===== config.mk =====
export PLATFORM = sky130hd
export DESIGN_NAME = riscv_run_ctrl
export DESIGN_NICKNAME = d
export VERILOG_FILES = /design/src/rtl/riscv_run_ctrl.sv
export SDC_FILE = /design/constraint.sdc
export NUM_CORES = 1
export LEC_CHECK = 0
export CAP_MARGIN = 30
export CORE_ASPECT_RATIO = 1.25
export CORE_MARGIN = 8
export CORE_UTILIZATION = 43
export CTS_CLUSTER_SIZE = 16
export DETAILED_ROUTE_END_ITERATION = 8
export GPL_TIMING_DRIVEN = 0
export PLACE_DENSITY = 0.76
export SLEW_MARGIN = 20
export SYNTH_ARGS = -nofsm -noshare
export SYNTH_HDL_FRONTEND = slang
export SYNTH_SLANG_ARGS = --single-unit

===== constraint.sdc =====
create_clock -name clk -period 1.8 [get_ports clk]
set_input_delay 0.36 -clock clk [delete_from_list [all_inputs] [get_ports clk]]
set_output_delay 0.36 -clock clk [all_outputs]
set_load 0.01 [all_outputs]

===== src/rtl/riscv_run_ctrl.sv =====
// Run control for the single-cycle RISC-V model: stretched core reset, RUN cycle
// counter, program-end detection (ECALL, EBREAK, PC self-loop) and cycle-budget timeout.
module riscv_run_ctrl #(
  parameter int unsigned XLEN        = 32,
  parameter int unsigned RST_CYCLES  = 2,
  parameter int unsigned MAX_CYCLES  = 1000,
  parameter int unsigned HALT_REPEAT = 4,
  parameter int unsigned CNT_W       = 32
) (
  input  logic             clk,
  input  logic             a_rstn,
  input  logic [XLEN-1:0]  pc_i,
  input  logic [31:0]      instr_i,
  output logic             core_rstn_o,
  output logic             running_o,
  output logic             halted_o,
  output logic             timeout_o,
  output logic [1:0]       halt_reason_o,
  output logic [CNT_W-1:0] cycle_cnt_o
);

  localparam int unsigned HOLD_W = $clog2(RST_CYCLES + 1);
  localparam int unsigned REP_W  = $clog2(HALT_REPEAT);

  localparam logic [31:0] INSTR_ECALL  = 32'h0000_0073;
  localparam logic [31:0] INSTR_EBREAK = 32'h0010_0073;

  localparam logic [1:0] REASON_NONE   = 2'b00;
  localparam logic [1:0] REASON_ECALL  = 2'b01;
  localparam logic [1:0] REASON_EBREAK = 2'b10;
  localparam logic [1:0] REASON_LOOP   = 2'b11;

  typedef enum logic [1:0] {
    RESET_HOLD = 2'b00,
    RUN        = 2'b01,
    HALTED     = 2'b10,
    TIMEOUT    = 2'b11
  } state_t;

  state_t             state, state_nxt;
  logic [HOLD_W-1:0]  hold_cnt, hold_cnt_nxt;
  logic               core_rstn_nxt;
  logic               running_nxt;
  logic               halted_nxt;
  logic               timeout_nxt;
  logic [1:0]         halt_reason_nxt;
  logic [CNT_W-1:0]   cycle_cnt_nxt;
  logic [XLEN-1:0]    prev_pc, prev_pc_nxt;
  logic               pc_valid, pc_valid_nxt;
  logic [REP_W-1:0]   rep_cnt, rep_cnt_nxt;
  logic               pc_same;

  // State and output registers; everything returns to reset values the moment a_rstn drops
  always_ff @(posedge clk or negedge a_rstn) begin
    if (!a_rstn) begin
      state         <= RESET_HOLD;
      hold_cnt      <= '0;
      core_rstn_o   <= 1'b0;
      running_o     <= 1'b0;
      halted_o      <= 1'b0;
      timeout_o     <= 1'b0;
      halt_reason_o <= REASON_NONE;
      cycle_cnt_o   <= '0;
      prev_pc       <= '0;
      pc_valid      <= 1'b0;
      rep_cnt       <= '0;
    end else begin
      state         <= state_nxt;
      hold_cnt      <= hold_cnt_nxt;
      core_rstn_o   <= core_rstn_nxt;
      running_o     <= running_nxt;
      halted_o      <= halted_nxt;
      timeout_o     <= timeout_nxt;
      halt_reason_o <= halt_reason_nxt;
      cycle_cnt_o   <= cycle_cnt_nxt;
      prev_pc       <= prev_pc_nxt;
      pc_valid      <= pc_valid_nxt;
      rep_cnt       <= rep_cnt_nxt;
    end
  end

  // Next-state logic; terminal states simply keep every register as it is
  always_comb begin
    state_nxt       = state;
    hold_cnt_nxt    = hold_cnt;
    core_rstn_nxt   = core_rstn_o;
    running_nxt     = running_o;
    halted_nxt      = halted_o;
    timeout_nxt     = timeout_o;
    halt_reason_nxt = halt_reason_o;
    cycle_cnt_nxt   = cycle_cnt_o;
    prev_pc_nxt     = prev_pc;
    pc_valid_nxt    = pc_valid;
    rep_cnt_nxt     = rep_cnt;
    pc_same         = 1'b0;

    case (state)
      RESET_HOLD: begin
        hold_cnt_nxt = hold_cnt + HOLD_W'(1);
        if (hold_cnt == HOLD_W'(RST_CYCLES - 1)) begin
          state_nxt     = RUN;
          core_rstn_nxt = 1'b1;
          running_nxt   = 1'b1;
        end
      end

      RUN: begin
        cycle_cnt_nxt = cycle_cnt_o + CNT_W'(1);
        prev_pc_nxt   = pc_i;
        pc_valid_nxt  = 1'b1;
        pc_same       = pc_valid && (pc_i == prev_pc);
        rep_cnt_nxt   = pc_same ? rep_cnt + REP_W'(1) : '0;

        // Halt sources outrank the timeout when both land on the same edge
        if (instr_i == INSTR_ECALL) begin
          state_nxt       = HALTED;
          running_nxt     = 1'b0;
          halted_nxt      = 1'b1;
          halt_reason_nxt = REASON_ECALL;
        end else if (instr_i == INSTR_EBREAK) begin
          state_nxt       = HALTED;
          running_nxt     = 1'b0;
          halted_nxt      = 1'b1;
          halt_reason_nxt = REASON_EBREAK;
        end else if (pc_same && (rep_cnt == REP_W'(HALT_REPEAT - 2))) begin
          state_nxt       = HALTED;
          running_nxt     = 1'b0;
          halted_nxt      = 1'b1;
          halt_reason_nxt = REASON_LOOP;
        end else if (cycle_cnt_o == CNT_W'(MAX_CYCLES - 1)) begin
          state_nxt   = TIMEOUT;
          running_nxt = 1'b0;
          timeout_nxt = 1'b1;
        end
      end

      default: begin
      end
    endcase
  end

endmodule


# --- Word-level counts from Yosys, hierarchy flattened ---
# Index checks and enable logic that the tools add are counted.
word_totals:
  regBits: 77
  romBits: 0
  word_cells: 54
  latchBits: 0
  mem_count: 0
  out_inout_bits: 38
  input_bits: 66
  mem_bits_rw: 0
classes:
  add_sub_neg: 3
  mux: 19
  div_mod_pow: 0
  magnitude_cmp: 0
  n_eq_ne: 9
  n_bitwise: 3
  n_mul: 0
  n_reduce_logical: 9
  n_shift: 0
op_table:
  columns: ["cell", "n"]
  rows:
  - ["$add 32x1->32 const B", 1]
  - ["$eq 32x10->1 const B", 1]
  - ["$eq 32x21->1 const B", 1]
  - ["$eq 32x32->1", 1]
  - ["$eq 32x7->1 const B", 1]
  - ["$mux 2", 9]
  - ["$mux 1", 8]
  - ["$ne 5x5->1 const B", 1]
  - ["$reduce_and 5->1", 1]
  - ["$add 2x1->2 const B", 2]
  - ["$eq 2x1->1 const B", 2]
  - ["$pmux 2 s2", 1]
  - ["$reduce_and 2->1", 2]
  - ["$not 1->1", 3]
  - ["$reduce_and 3->1", 1]
  - ["$reduce_bool 3->1", 1]
  - ["$eq 2x2->1 const B", 1]
  - ["$logic_and 1x1->1", 2]
  - ["$logic_not 2->1", 1]
  - ["$ne 2x2->1 const B", 1]
  - ["$pmux 1 s2", 1]
  - ["$reduce_bool 2->1", 1]

# --- Depth between registers and ports, before layout ---
logic_depth:
  depth_word: 7
  depth_mapped: 7
  depth_no_buf: 6

# --- Worst setup path before layout ---
# No wires, ideal clock.
synth_path:
  path_type: "reg2reg"
  start: "reg state[1]"
  end: "reg cycle_cnt_o[30]"
  n_path_buf: 1
  synth_period_minus_slack_ps: 1759
  path_slack_ps: 41
  arrival_time_ps: 1632
  required_time_ps: 1673
  setup_time_ps: 127
  path_stages_with_launch: 7
  cell_sequence: "dfrtp_1 > and4b_2 > nand4_4 > or3_1 > buf_6 > nand2b_4 > xnor2_2"
synth_via:
  elab_chain_len: 1
synth_lines:
  columns: ["item", "line", "text"]
  rows:
  - ["start: declaration", "40", "state_t state, state_nxt;"]
  - ["start signal: assignment", "68", "state <= state_nxt;"]
  - ["$eq 2x1->1", "97", "case (state)"]
  - ["end signal: assignment", "75", "cycle_cnt_o <= cycle_cnt_nxt;"]
  - ["end: declaration", "19", "output logic [CNT_W-1:0] cycle_cnt_o"]
# Every way passes these cells.
# A chain may end at the register's enable or synchronous reset.

# --- Final worst setup path ---
layout_path:
  start: "reg cycle_cnt_o[6]"
  end: "reg cycle_cnt_o[30]"
layout_via:
  elab_chain_len: 1
layout_lines:
  columns: ["item", "line", "text"]
  rows:
  - ["$add 32x1->32", "108", "cycle_cnt_nxt = cycle_cnt_o + CNT_W'(1);"]
# Every way passes these cells.

==> results.md <==
- The average via count per standard cell is 5.16.
- Global routing consumed, on the met2 layer, 28.5% of the routing resources.
- The global routing's busiest layer is met2.
- The number of nets in the synthesized netlist is 445.
- The average cell area after synthesis is 9.77 um^2.
- The cell type contributing the most total cell area after synthesis is sky130_fd_sc_hd__dfrtp_1.
- The die covers 11,800 um^2.
- The die span in x is 98.7 um.
- The number of enable-type register cells in the synthesized netlist is 0.
- The core area is 8290 um^2.
- The startpoint of the most critical register-to-register path is cycle_cnt_o[6].
- The critical path arrival is 2.00 ns.
- The congestion estimate from routability-driven global placement came to 0.817.
- The cell type group with the largest total delay on the critical path is simple AND/OR/NAND/NOR gates.
- The cell area after placement is 4840 um^2.
- In this run the remaining antenna-violating nets after routing total 0.
- The effective utilization at floorplan is 44.3%.
- For this design the static power due to leakage is 2.39 nW.
- After synthesis, the netlist uses 43 different library cells.
- The die extent in y is 119 um.
- The buffer levels on the longest clock path is 2.
- The final number of max-transition violations is 0.
- Sequential elements use 52.4% of the synthesized area.
- The maximum operating frequency is 0.564 GHz.
- The number of antenna violations at the first check in global routing came to 0.
- In the global route stage, met3 resource usage came out at 3.96%.
- The worst path uses 98.5% of the clock period.
- The largest individual stage delay along the critical path comes from the cell sky130_fd_sc_hd__dfrtp_2.
- The final worst clock skew is 0.00701 ns.
- The slack of the worst reg-to-reg path is 0.03 ns.
- Summing every instance area after synthesis gives 3670 um^2.
- The total instance count after detailed placement is 577.
- The number of endpoints with negative hold slack in the final report is 0.
- After detailed routing, the average wire length per cell comes to 15.7 um.
- In this run the critical register-to-register path is captured at cycle_cnt_o[30].
- The number of antenna diodes in the final layout is 0.
- Summing all multi-input logic gate instances after layout gives 1780 um^2.
- Synthesis inferred 77 register bits.
- The estimated wirelength of the detail-placed design is 7110 um.
- The tool flagged a number of max-cap violations equal to 0.
- The I/O pin count is 104.
- Setup violations remaining at the end of the flow were counted as 0.
- Synthesis produced 376 cells.
- The endpoint type of the worst setup path is a flip-flop.
- Counting the fill cells in the layout gives 647.
- The number of sinks driven by the clock tree is 77.
- After detailed routing, the number of remaining DRC violations is 0.
- The most used flip-flop cell after synthesis is sky130_fd_sc_hd__dfrtp_1.
- The largest net degree at the start of global routing is 41.
- The worst reg-to-reg path cell count is 6.
- The number of port buffers is 103.
- The slew at the pin closest to its max-slew limit is 0.565 ns.
- The layout net count is 573.
- The beginning of the critical path is cycle_cnt_o[6].
- The path category of the worst min-delay check is input port to flip-flop.
- The CTS tree is done.
- The total track usage is 16.3%.
- The finished layout holds 606 standard cells, fillers aside.
- The post-route netlist has 13.8% of its cells at a drive strength greater than 1.
- Counting I/O delays and the setup requirement, the final critical path takes 1.77 ns.
- The power density over the cells is 639 nW/um^2.
- The share of synthesized flip-flops with an asynchronous set or reset is 100%.
- For this run, global-route usage on met1 was measured as 18.7%.
- By area the synthesized netlist is led by sky130_fd_sc_hd__dfrtp_1, sky130_fd_sc_hd__nand2_1, sky130_fd_sc_hd__xnor2_1.
- The worst pin sits at a relative slew slack of 62.3%.
- The root buffer cell chosen for the clock tree is sky130_fd_sc_hd__clkbuf_8.
- The clock latency reported for the late side of the worst-skew pair is 0.34 ns.
- The layout overhead on the synthesized area is 44.0%.
- Along the worst hold path, the cell count comes to 3.
- Across the VDD grid, the largest voltage drop is 460 uV.
- The critical path goes through and4_4, nand3_1, or3_4, buf_6, nand2b_4, xnor2_2.
- The number of global-route vias before repair is 3,388.
- Buffers inserted during clock tree synthesis total 9.
- The total number of placement rows is 37.
- The register area is 1940 um^2.
- The largest single stage delay on the critical path is 0.44 ns.
- The first global-routing pass estimated 15,700 um of wire.
- The number of H-tree levels is 3.
- The first-iteration detailed-routing DRC count is 133.
- The worst setup path is launched from a flip-flop.
- Detailed routing inserted a total of 3,125 vias.
- The Yosys step of the flow raised 0 warnings.
- The critical setup path kind is flip-flop to flip-flop.
- The clock-pin slew of the registers on the worst-case setup and hold paths is 0.08 ns.
- The area fraction of the dominant cell type after synthesis is 52.4%.
- The flow ran to the end, and the final reports show no timing, DRC or antenna violations.
- The combined buffer and inverter count along the critical path is 1.
- The endpoint required time on the critical path is 2.03 ns.
- The final cell area excluding filler cells is 5290 um^2.
- The worst-case hold slack is 0.276 ns.
- Setup repair after global routing could not meet its margin everywhere.
- Of all nets on the critical path, the largest fanout is 7.
- After detailed routing, the total wire length is 9520 um.
- Summed over all layers, the global routing overflow is 0.
- Leaving out fill and tap cells, the most frequent cells in the layout are sky130_fd_sc_hd__nand2_1, sky130_fd_sc_hd__clkdlybuf4s50_1, sky130_fd_sc_hd__dfrtp_1.
- The most common cell after layout, fill and taps aside is sky130_fd_sc_hd__nand2_1.
- The startpoint identified for the worst hold timing path is pc_i[29].
- The length of the first detailed-routing pass in iterations is 4.
- For hold timing, the worst endpoint is prev_pc[29].
power breakdown:
group	internal, mW	switching (mW)
registers	1.76	0.0257
logic	0.187	0.130
clock network	0.639	0.636
state kept, by name (all words and copies together) (netlist names):
register,cells
cycle_cnt_o,32
prev_pc,32
halt_reason_o,2
hold_cnt,2
rep_cnt,2
state,2
core_rstn_o,1
halted_o,1
pc_valid,1
running_o,1
timeout_o,1
timing repair:
item,CTS,global route
setup buffers,7,5
hold endpoints to repair,20,0
setup endpoints to repair,18,25
pin swaps,4,15
resized for setup,12,30
hold buffers,1,0
tightest hold or removal path, cell delays in order:
cell and delay, ns:
sky130_fd_sc_hd__dlymetal6s2s_1 0.12, sky130_fd_sc_hd__nand2_1 0.06, sky130_fd_sc_hd__nand2_1 0.05
through the flow:
step | setup WS (ns) | total power [mW] | util, % | setup TNS [ns]
after detailed placement | -0.536 | 2.13 | 58.5 | -3.84
final | 0.0274 | 3.38 | 63.9 | 0
after CTS | -0.0113 | 3.40 | 62.1 | -0.0113
after floorplan | 0.0410 | 1.91 | - | 0
after global routing | -0.0684 | 3.53 | 63.9 | -0.184
after global placement | -2.29 | 2.11 | 58.3 | -179.04
cell usage after synthesis (all sizes together) (6+ instances only):
library cell and number:
nor2 17, dfrtp 77, and4 6, xor2 24
nor4 14, clkbuf 9, xnor2 37, nand3 10
nand2 110, nand4 16, nor3 6, inv 10
worst max path at each step:
stage,endpoint,slack [ns],cells after the start
4_1_cts,timeout_o,-0.01,6
5_1_grt,timeout_o,-0.07,5
6_report,cycle_cnt_o[30],0.03,6
3_3_place_gp,prev_pc[21],-2.29,1
2_1_floorplan,cycle_cnt_o[30],0.04,6
3_5_place_dp,timeout_o,-0.54,6
layout make-up:
class                   instances  area share (%)
flip-flops and latches         77            36.7
multi-input cells             278            33.7
repair buffers                117            22.1
clock buffers                  10            2.41
well taps                      97            2.29
clock inverters                 6            1.21
plain buffers                  11           0.969
inverters                      10           0.709
layer usage:
layer  up-vias  part of all wire, %
met5         -                    0
met4         0                  1.9
met3        19                  4.7
met2        93                   51
met1      1498                   42
li1       1515                    -
cell families (layout without fill, tap and decap cells):
logic type	after synthesis	after routing	share of synthesized area, %
muxes	1	1	0.272
buffers and inverters	21	154	2.42
xor gates and xnor gates	61	61	14.7
AOI/OAI and AO/OA	19	19	3.64
adders and majority gates	3	3	1.02
and+or+nand+nor	194	194	25.5
DFF	77	77	52.4
Power figures use the tool's default switching activity.
